**src/rtl/ram_arbiter_if.sv**
```systemverilog
// Requester / RAM-side bundle of the two-port RAM arbiter.
// slave  : the arbiter's view (takes commands and read data, drives grants and the RAM).
// master : the environment's view (requesters plus the RAM instance).
interface ram_arbiter_if #(
  parameter int AW = 5,
  parameter int DW = 8
);
  // requester A
  logic          req_a;
  logic          we_a;
  logic [AW-1:0] addr_a;
  logic [DW-1:0] wdata_a;
  logic          gnt_a;
  logic          rvalid_a;
  logic [DW-1:0] rdata_a;
  // requester B
  logic          req_b;
  logic          we_b;
  logic [AW-1:0] addr_b;
  logic [DW-1:0] wdata_b;
  logic          gnt_b;
  logic          rvalid_b;
  logic [DW-1:0] rdata_b;
  // RAM side
  logic          ram_wr_en;
  logic          ram_rd_en;
  logic [AW-1:0] ram_addr;
  logic [DW-1:0] ram_wr_data;
  logic [DW-1:0] ram_rd_data;
  // status
  logic          init_done;

  modport slave (
    input  req_a, we_a, addr_a, wdata_a,
    input  req_b, we_b, addr_b, wdata_b,
    input  ram_rd_data,
    output gnt_a, rvalid_a, rdata_a,
    output gnt_b, rvalid_b, rdata_b,
    output ram_wr_en, ram_rd_en, ram_addr, ram_wr_data,
    output init_done
  );

  modport master (
    output req_a, we_a, addr_a, wdata_a,
    output req_b, we_b, addr_b, wdata_b,
    output ram_rd_data,
    input  gnt_a, rvalid_a, rdata_a,
    input  gnt_b, rvalid_b, rdata_b,
    input  ram_wr_en, ram_rd_en, ram_addr, ram_wr_data,
    input  init_done
  );
endinterface

```
**src/rtl/ram_arbiter.sv**
```systemverilog
// Round-robin arbiter sharing one single-port synchronous RAM between
// requesters A and B. Optionally fills the RAM with INIT_VAL after reset.
// All outputs are registered; a grant decided in cycle N shows in N+1.
module ram_arbiter #(
  parameter int              AW       = 5,
  parameter int              DW       = 8,
  parameter int              RD_LAT   = 1,
  parameter int              INIT_EN  = 1,
  parameter logic [DW-1:0]   INIT_VAL = '0
) (
  input  logic         sys_clk,
  input  logic         sys_rst,
  ram_arbiter_if.slave bus
);

  typedef enum logic {ST_INIT = 1'b0, ST_RUN = 1'b1} state_t;
  localparam state_t ST_RESET = (INIT_EN != 0) ? ST_INIT : ST_RUN;

  state_t        state_q, state_d;
  logic [AW-1:0] init_cnt_q, init_cnt_d;
  logic          last_b_q, last_b_d;     // 1 = B won the last grant
  logic          gnt_a_q, gnt_a_d;
  logic          gnt_b_q, gnt_b_d;
  logic          wr_en_q, wr_en_d;
  logic          rd_en_q, rd_en_d;
  logic [AW-1:0] addr_q, addr_d;
  logic [DW-1:0] wdata_q, wdata_d;
  logic          init_done_q;
  logic          rvalid_a_q, rvalid_b_q;
  logic [DW-1:0] rdata_a_q, rdata_b_q;
  // bit k set = a read for that requester was granted k cycles ago
  logic [RD_LAT:0] rd_pipe_a_q, rd_pipe_b_q;

  logic eff_a, eff_b, pick_a, pick_b;

  // A requester whose grant is currently showing is masked, so a held
  // command is never served twice; ties go to whoever did not win last.
  always_comb begin
    eff_a  = bus.req_a & ~gnt_a_q;
    eff_b  = bus.req_b & ~gnt_b_q;
    pick_a = eff_a & (~eff_b | last_b_q);
    pick_b = eff_b & ~pick_a;
  end

  // State register
  always_ff @(posedge sys_clk) begin
    if (sys_rst) state_q <= ST_RESET;
    else         state_q <= state_d;
  end

  // Next state: leave INIT after the write to the last address
  always_comb begin
    state_d = state_q;
    if (state_q == ST_INIT && init_cnt_q == {AW{1'b1}}) state_d = ST_RUN;
  end

  // Output decode: clear sweep in INIT, winner's command in RUN
  always_comb begin
    init_cnt_d = init_cnt_q;
    last_b_d   = last_b_q;
    gnt_a_d    = 1'b0;
    gnt_b_d    = 1'b0;
    wr_en_d    = 1'b0;
    rd_en_d    = 1'b0;
    addr_d     = addr_q;
    wdata_d    = wdata_q;
    case (state_q)
      ST_INIT: begin
        wr_en_d    = 1'b1;
        addr_d     = init_cnt_q;
        wdata_d    = INIT_VAL;
        init_cnt_d = init_cnt_q + 1'b1;
      end
      default: begin
        if (pick_a) begin
          gnt_a_d  = 1'b1;
          wr_en_d  = bus.we_a;
          rd_en_d  = ~bus.we_a;
          addr_d   = bus.addr_a;
          wdata_d  = bus.wdata_a;
          last_b_d = 1'b0;
        end else if (pick_b) begin
          gnt_b_d  = 1'b1;
          wr_en_d  = bus.we_b;
          rd_en_d  = ~bus.we_b;
          addr_d   = bus.addr_b;
          wdata_d  = bus.wdata_b;
          last_b_d = 1'b1;
        end
      end
    endcase
  end

  // Output registers, read-tag pipelines and read-data capture
  always_ff @(posedge sys_clk) begin
    if (sys_rst) begin
      init_cnt_q  <= '0;
      last_b_q    <= 1'b1;
      gnt_a_q     <= 1'b0;
      gnt_b_q     <= 1'b0;
      wr_en_q     <= 1'b0;
      rd_en_q     <= 1'b0;
      addr_q      <= '0;
      wdata_q     <= '0;
      init_done_q <= 1'b0;
      rd_pipe_a_q <= '0;
      rd_pipe_b_q <= '0;
      rvalid_a_q  <= 1'b0;
      rvalid_b_q  <= 1'b0;
      rdata_a_q   <= '0;
      rdata_b_q   <= '0;
    end else begin
      init_cnt_q  <= init_cnt_d;
      last_b_q    <= last_b_d;
      gnt_a_q     <= gnt_a_d;
      gnt_b_q     <= gnt_b_d;
      wr_en_q     <= wr_en_d;
      rd_en_q     <= rd_en_d;
      addr_q      <= addr_d;
      wdata_q     <= wdata_d;
      // lags the state by one cycle so it rises after the last clear write
      init_done_q <= (state_q == ST_RUN);
      rd_pipe_a_q <= {rd_pipe_a_q[RD_LAT-1:0], gnt_a_d & rd_en_d};
      rd_pipe_b_q <= {rd_pipe_b_q[RD_LAT-1:0], gnt_b_d & rd_en_d};
      // RAM data is valid in the cycle the tag reaches the top stage
      rvalid_a_q  <= rd_pipe_a_q[RD_LAT];
      rvalid_b_q  <= rd_pipe_b_q[RD_LAT];
      if (rd_pipe_a_q[RD_LAT]) rdata_a_q <= bus.ram_rd_data;
      if (rd_pipe_b_q[RD_LAT]) rdata_b_q <= bus.ram_rd_data;
    end
  end

  assign bus.gnt_a       = gnt_a_q;
  assign bus.gnt_b       = gnt_b_q;
  assign bus.rvalid_a    = rvalid_a_q;
  assign bus.rvalid_b    = rvalid_b_q;
  assign bus.rdata_a     = rdata_a_q;
  assign bus.rdata_b     = rdata_b_q;
  assign bus.ram_wr_en   = wr_en_q;
  assign bus.ram_rd_en   = rd_en_q;
  assign bus.ram_addr    = addr_q;
  assign bus.ram_wr_data = wdata_q;
  assign bus.init_done   = init_done_q;

endmodule

```
**src/flat_wrapper.sv**
```systemverilog
// flat-port wrapper written by rule: the top's interface ports become plain ports
module ram_arbiter_flat 
#(
  parameter int              AW       = 5,
  parameter int              DW       = 8,
  parameter int              RD_LAT   = 1,
  parameter int              INIT_EN  = 1,
  parameter logic [DW-1:0]   INIT_VAL = '0
)
  (sys_clk, sys_rst, bus_req_a, bus_we_a, bus_addr_a, bus_wdata_a, bus_req_b, bus_we_b, bus_addr_b, bus_wdata_b, bus_ram_rd_data, bus_gnt_a, bus_rvalid_a, bus_rdata_a, bus_gnt_b, bus_rvalid_b, bus_rdata_b, bus_ram_wr_en, bus_ram_rd_en, bus_ram_addr, bus_ram_wr_data, bus_init_done);
  ram_arbiter_if #(.AW(AW), .DW(DW)) bus_i ();
  input  logic sys_clk;
  input  logic sys_rst;
  input wire logic [$bits(bus_i.req_a)-1:0] bus_req_a;
  input wire logic [$bits(bus_i.we_a)-1:0] bus_we_a;
  input wire logic [$bits(bus_i.addr_a)-1:0] bus_addr_a;
  input wire logic [$bits(bus_i.wdata_a)-1:0] bus_wdata_a;
  input wire logic [$bits(bus_i.req_b)-1:0] bus_req_b;
  input wire logic [$bits(bus_i.we_b)-1:0] bus_we_b;
  input wire logic [$bits(bus_i.addr_b)-1:0] bus_addr_b;
  input wire logic [$bits(bus_i.wdata_b)-1:0] bus_wdata_b;
  input wire logic [$bits(bus_i.ram_rd_data)-1:0] bus_ram_rd_data;
  output wire logic [$bits(bus_i.gnt_a)-1:0] bus_gnt_a;
  output wire logic [$bits(bus_i.rvalid_a)-1:0] bus_rvalid_a;
  output wire logic [$bits(bus_i.rdata_a)-1:0] bus_rdata_a;
  output wire logic [$bits(bus_i.gnt_b)-1:0] bus_gnt_b;
  output wire logic [$bits(bus_i.rvalid_b)-1:0] bus_rvalid_b;
  output wire logic [$bits(bus_i.rdata_b)-1:0] bus_rdata_b;
  output wire logic [$bits(bus_i.ram_wr_en)-1:0] bus_ram_wr_en;
  output wire logic [$bits(bus_i.ram_rd_en)-1:0] bus_ram_rd_en;
  output wire logic [$bits(bus_i.ram_addr)-1:0] bus_ram_addr;
  output wire logic [$bits(bus_i.ram_wr_data)-1:0] bus_ram_wr_data;
  output wire logic [$bits(bus_i.init_done)-1:0] bus_init_done;
  assign bus_i.req_a = bus_req_a;
  assign bus_i.we_a = bus_we_a;
  assign bus_i.addr_a = bus_addr_a;
  assign bus_i.wdata_a = bus_wdata_a;
  assign bus_i.req_b = bus_req_b;
  assign bus_i.we_b = bus_we_b;
  assign bus_i.addr_b = bus_addr_b;
  assign bus_i.wdata_b = bus_wdata_b;
  assign bus_i.ram_rd_data = bus_ram_rd_data;
  assign bus_gnt_a = bus_i.gnt_a;
  assign bus_rvalid_a = bus_i.rvalid_a;
  assign bus_rdata_a = bus_i.rdata_a;
  assign bus_gnt_b = bus_i.gnt_b;
  assign bus_rvalid_b = bus_i.rvalid_b;
  assign bus_rdata_b = bus_i.rdata_b;
  assign bus_ram_wr_en = bus_i.ram_wr_en;
  assign bus_ram_rd_en = bus_i.ram_rd_en;
  assign bus_ram_addr = bus_i.ram_addr;
  assign bus_ram_wr_data = bus_i.ram_wr_data;
  assign bus_init_done = bus_i.init_done;
  ram_arbiter #(.AW(AW), .DW(DW), .RD_LAT(RD_LAT), .INIT_EN(INIT_EN), .INIT_VAL(INIT_VAL)) u_core (.sys_clk(sys_clk), .sys_rst(sys_rst), .bus(bus_i));
endmodule
```
**config.mk**
```make
export PLATFORM = sky130hd
export DESIGN_NAME = ram_arbiter_flat
export DESIGN_NICKNAME = d
export VERILOG_FILES = /design/src/rtl/ram_arbiter_if.sv /design/src/rtl/ram_arbiter.sv /design/src/flat_wrapper.sv
export SDC_FILE = /design/constraint.sdc
export NUM_CORES = 1
export LEC_CHECK = 0
export CAP_MARGIN = 20
export CORE_ASPECT_RATIO = 1.5
export CORE_MARGIN = 4
export CORE_UTILIZATION = 43
export DETAILED_ROUTE_END_ITERATION = 10
export GPL_ROUTABILITY_DRIVEN = 1
export GPL_TIMING_DRIVEN = 1
export MAX_ROUTING_LAYER = met4
export PLACE_DENSITY_LB_ADDON = 0.1
export SYNTH_ARGS = -nofsm -noshare
export SYNTH_HDL_FRONTEND = slang
export SYNTH_SLANG_ARGS = --single-unit
export TNS_END_PERCENT = 10
```
**constraint.sdc**
```tcl
create_clock -name sys_clk -period 1.44 [get_ports sys_clk]
set_input_delay 0.216 -clock sys_clk [delete_from_list [all_inputs] [get_ports sys_clk]]
set_output_delay 0.216 -clock sys_clk [all_outputs]
set_load 0.05 [all_outputs]
```
==> flow_summary.ini <==
[place]
dp_hpwl_um = 3990
port_buffers = 75
place.gp.congestion = 0.782

[detailed_routing]
drc = 0
drt_iter0_markers = 54
antenna_left = 0
wl_per_cell_um = 15.0
routed_via_density = 5.34
drtPass1Iterations = 4
drt_wl_total_um = 5060
vias = 1794

[yosys]
yosys_warnings = 0
yosysTopAreaCell = dfxtp_1
synthTopCellsByArea = dfxtp_1, mux2i_1, nor2_1, nor2b_1, nor3_1
async_flop_share = 0
yosysTopAreaCellShare = 0.479
synth_edf_count = 0
synth-seq-cells = 47
syn_area_um2 = 1970
ys_seq_area_frac = 0.479
ys.flop_type = dfxtp_1
synth_nets = 244
netlist_instances = 202
syn_area_per_cell_um2 = 9.73
post_synth_num_cell_types = 37

[floorplanning]
placementRows = 29
dieArea_um2 = 5740
core_um2 = 4320
die_h_um = 90.8
dieWidth_um = 63.2
start_util = 0.455
ios = 76

[pwr]
p_clk_frac = 0.344
power_switching_mw = 0.569
total_power_mw = 2.51
power_frac_comb = 0.127
p_leak_nw = 1.26
seqPwrFrac = 0.529
intPower_mw = 1.94
switching_share = 0.227
p_per_area_nw_per_um2 = 768
ir_drop_mv = 0.427

[cells_and_area]
post-route-util = 0.755
multiInputGateArea_um2 = 921
fill_cells = 320
syn2layout_area_growth_pct = 65.9
ff_latch_area_um2 = 942
diodes = 0
layout-drive-gt1-share = 0.272
finalNetCount = 331

[hold_path]
hp-class = flip-flop to flip-flop

[timing]
final.setup.tns_ps = 0
tightest_slew_ps = 485
setup_viol = 0
fmax_mhz = 720
report.final.slew_viol_count = 0
period_minus_slack_ps = 1390
rsz0062_at_grt = false
clock_skew_ps = 5.66
hold_violations = 0
slew-limit-headroom = 0.677
min_period_over_period = 0.964
whs_ps = 447

[global_routing]
antenna_found_initial = 0
met3_usage = 0.0374
overflow = 0
grt_usage = 0.182
grt_max_degree = 20
grt_pass1_wl_um = 8180
grt_util_met2 = 0.332
grt_util_met1 = 0.191
grt_pass1_vias = 1779
grt_busiest_layer = met2

[clocking]
htree_num_levels = 2
postCtsHoldBufs = 0
cts_setup_buffers = 0
cts_resized = 0
clk_latency_ps = 290
cts.sinks = 47
cts_max_path_buffers = 2
clk_pin_slew_ps = 90
cts_tree = built
cts_root_buffer = clkbuf_8
cts_inserted_buffers = 5

[critical_path]
crit_fanout = 8
cp-start-kind = primary input
path_class = primary input to flip-flop
arrival_ps = 1560
critPathRequiredTime_ps = 1620
endpoint_kind = flip-flop

[job]
cap_violations = 0

[outcome]
status = completed
## registers in the layout, indices dropped and copies added, names as in the netlist
| register | flops |
|---|---|
| u_core.bus.rdata_a | 8 |
| u_core.state_q | 1 |
| u_core.bus.gnt_a | 1 |
| u_core.rd_pipe_b_q | 2 |
| u_core.bus.rvalid_a | 1 |
| u_core.rd_pipe_a_q | 2 |
| u_core.bus.rvalid_b | 1 |
| u_core.bus.ram_wr_data | 8 |
| u_core.bus.ram_wr_en | 1 |
| u_core.bus.gnt_b | 1 |
| u_core.last_b_q | 1 |
| u_core.bus.ram_addr | 5 |
| u_core.bus.rdata_b | 8 |
| u_core.init_cnt_q | 5 |
| u_core.bus.init_done | 1 |
| u_core.bus.ram_rd_en | 1 |
## worst max-delay path: stages
cell,delay (ps)
clkdlybuf4s50_1,510
or3b_1,370
buf_4,180
a21oi_1,170
o32ai_1,100
## Yosys cell counts, types with 2 or more instances
master    number
nor2_1        25
nand3_2        3
nor2b_1       12
xor2_1         2
clkbuf_1       5
o21ai_1        3
a311oi_2       2
a41oi_1        5
a21oi_1        6
a311oi_1       6
o32ai_1        4
nor3_1        14
o21ai_0        9
mux2i_1       18
nand2b_1       2
ha_1           2
buf_2         10
buf_6          2
nand3_1        7
dfxtp_1       47
inv_1          2
## layout by cell type, fill, tap and decap left out, drive strengths merged
cell type / n
inv: 2
clkdlybuf4s50: 39
ha: 2
buf: 60
o21ai: 12
clkbuf: 7
nor2b: 12
or3: 1
a41oi: 5
o32ai: 4
a311o: 1
nand4b: 1
or3b: 1
nor3b: 1
o211ai: 1
mux2i: 18
nand3: 10
nor3: 14
a221o: 1
nor4: 1
and3: 1
a211o: 1
clkinvlp: 1
xor2: 2
nand2: 1
a21oi: 6
dfxtp: 47
nand2b: 3
a311oi: 8
xnor2: 1
a31oi: 1
nor2: 25
## kinds of logic after synthesis
family                     share of synthesized area
AOI/OAI and AO/OA                              0.150
xor gates and xnor gates                      0.0134
adders and majority gates                     0.0127
buffers and inverters                         0.0579
DFF                                            0.479
muxes                                         0.0917
and+or+nand+nor                                0.196
## area by class of cell
class	count	share of cell area
flip-flops and latches	47	0.289
clock inverters	1	0.00230
clock buffers	7	0.0295
inverters	2	0.00230
multi-input cells	134	0.282
well taps	46	0.0177
repair buffers	99	0.377
## power groups by stage
stage | sequential [mW] | clock, mW | combinational [mW]
after floorplan | 1.37 | 0 | 0.108
after global placement | 1.36 | 0 | 0.313
after detailed placement | 1.36 | 0 | 0.318
after CTS | 1.33 | 0.887 | 0.320
after global routing | 1.33 | 0.938 | 0.342
final | 1.33 | 0.861 | 0.319
## worst paths after layout
check	depth (start not counted)	slack, ps	endpoint	startpoint
worst max-delay path	5	50	u_core.bus.ram_addr[4]	bus_req_b
worst min-delay path	1	450	u_core.rd_pipe_a_q[1]	u_core.rd_pipe_a_q[0]
worst max register to register	4	90	u_core.bus.ram_addr[4]	u_core.bus.gnt_b
worst min register to register	1	450	u_core.rd_pipe_a_q[1]	u_core.rd_pipe_a_q[0]
## metal layers
layer  part of all wire  routed length, µm
met5                  0                  0
met4             0.0045                 23
met3              0.050                251
met2               0.55               2770
met1               0.40               2010
## through the flow
stage / area [µm²] / instances / worst slack [ps]
6_report: 3260 / 336 / 51.6
5_1_grt: 3260 / 336 / 12.3
4_1_cts: 3250 / 336 / 72.0
3_5_place_dp: 3150 / 328 / -217
3_3_place_gp: 3150 / 328 / -187
2_1_floorplan: 1970 / 202 / -45.8
No activity file was read; power rests on OpenSTA's default activity.
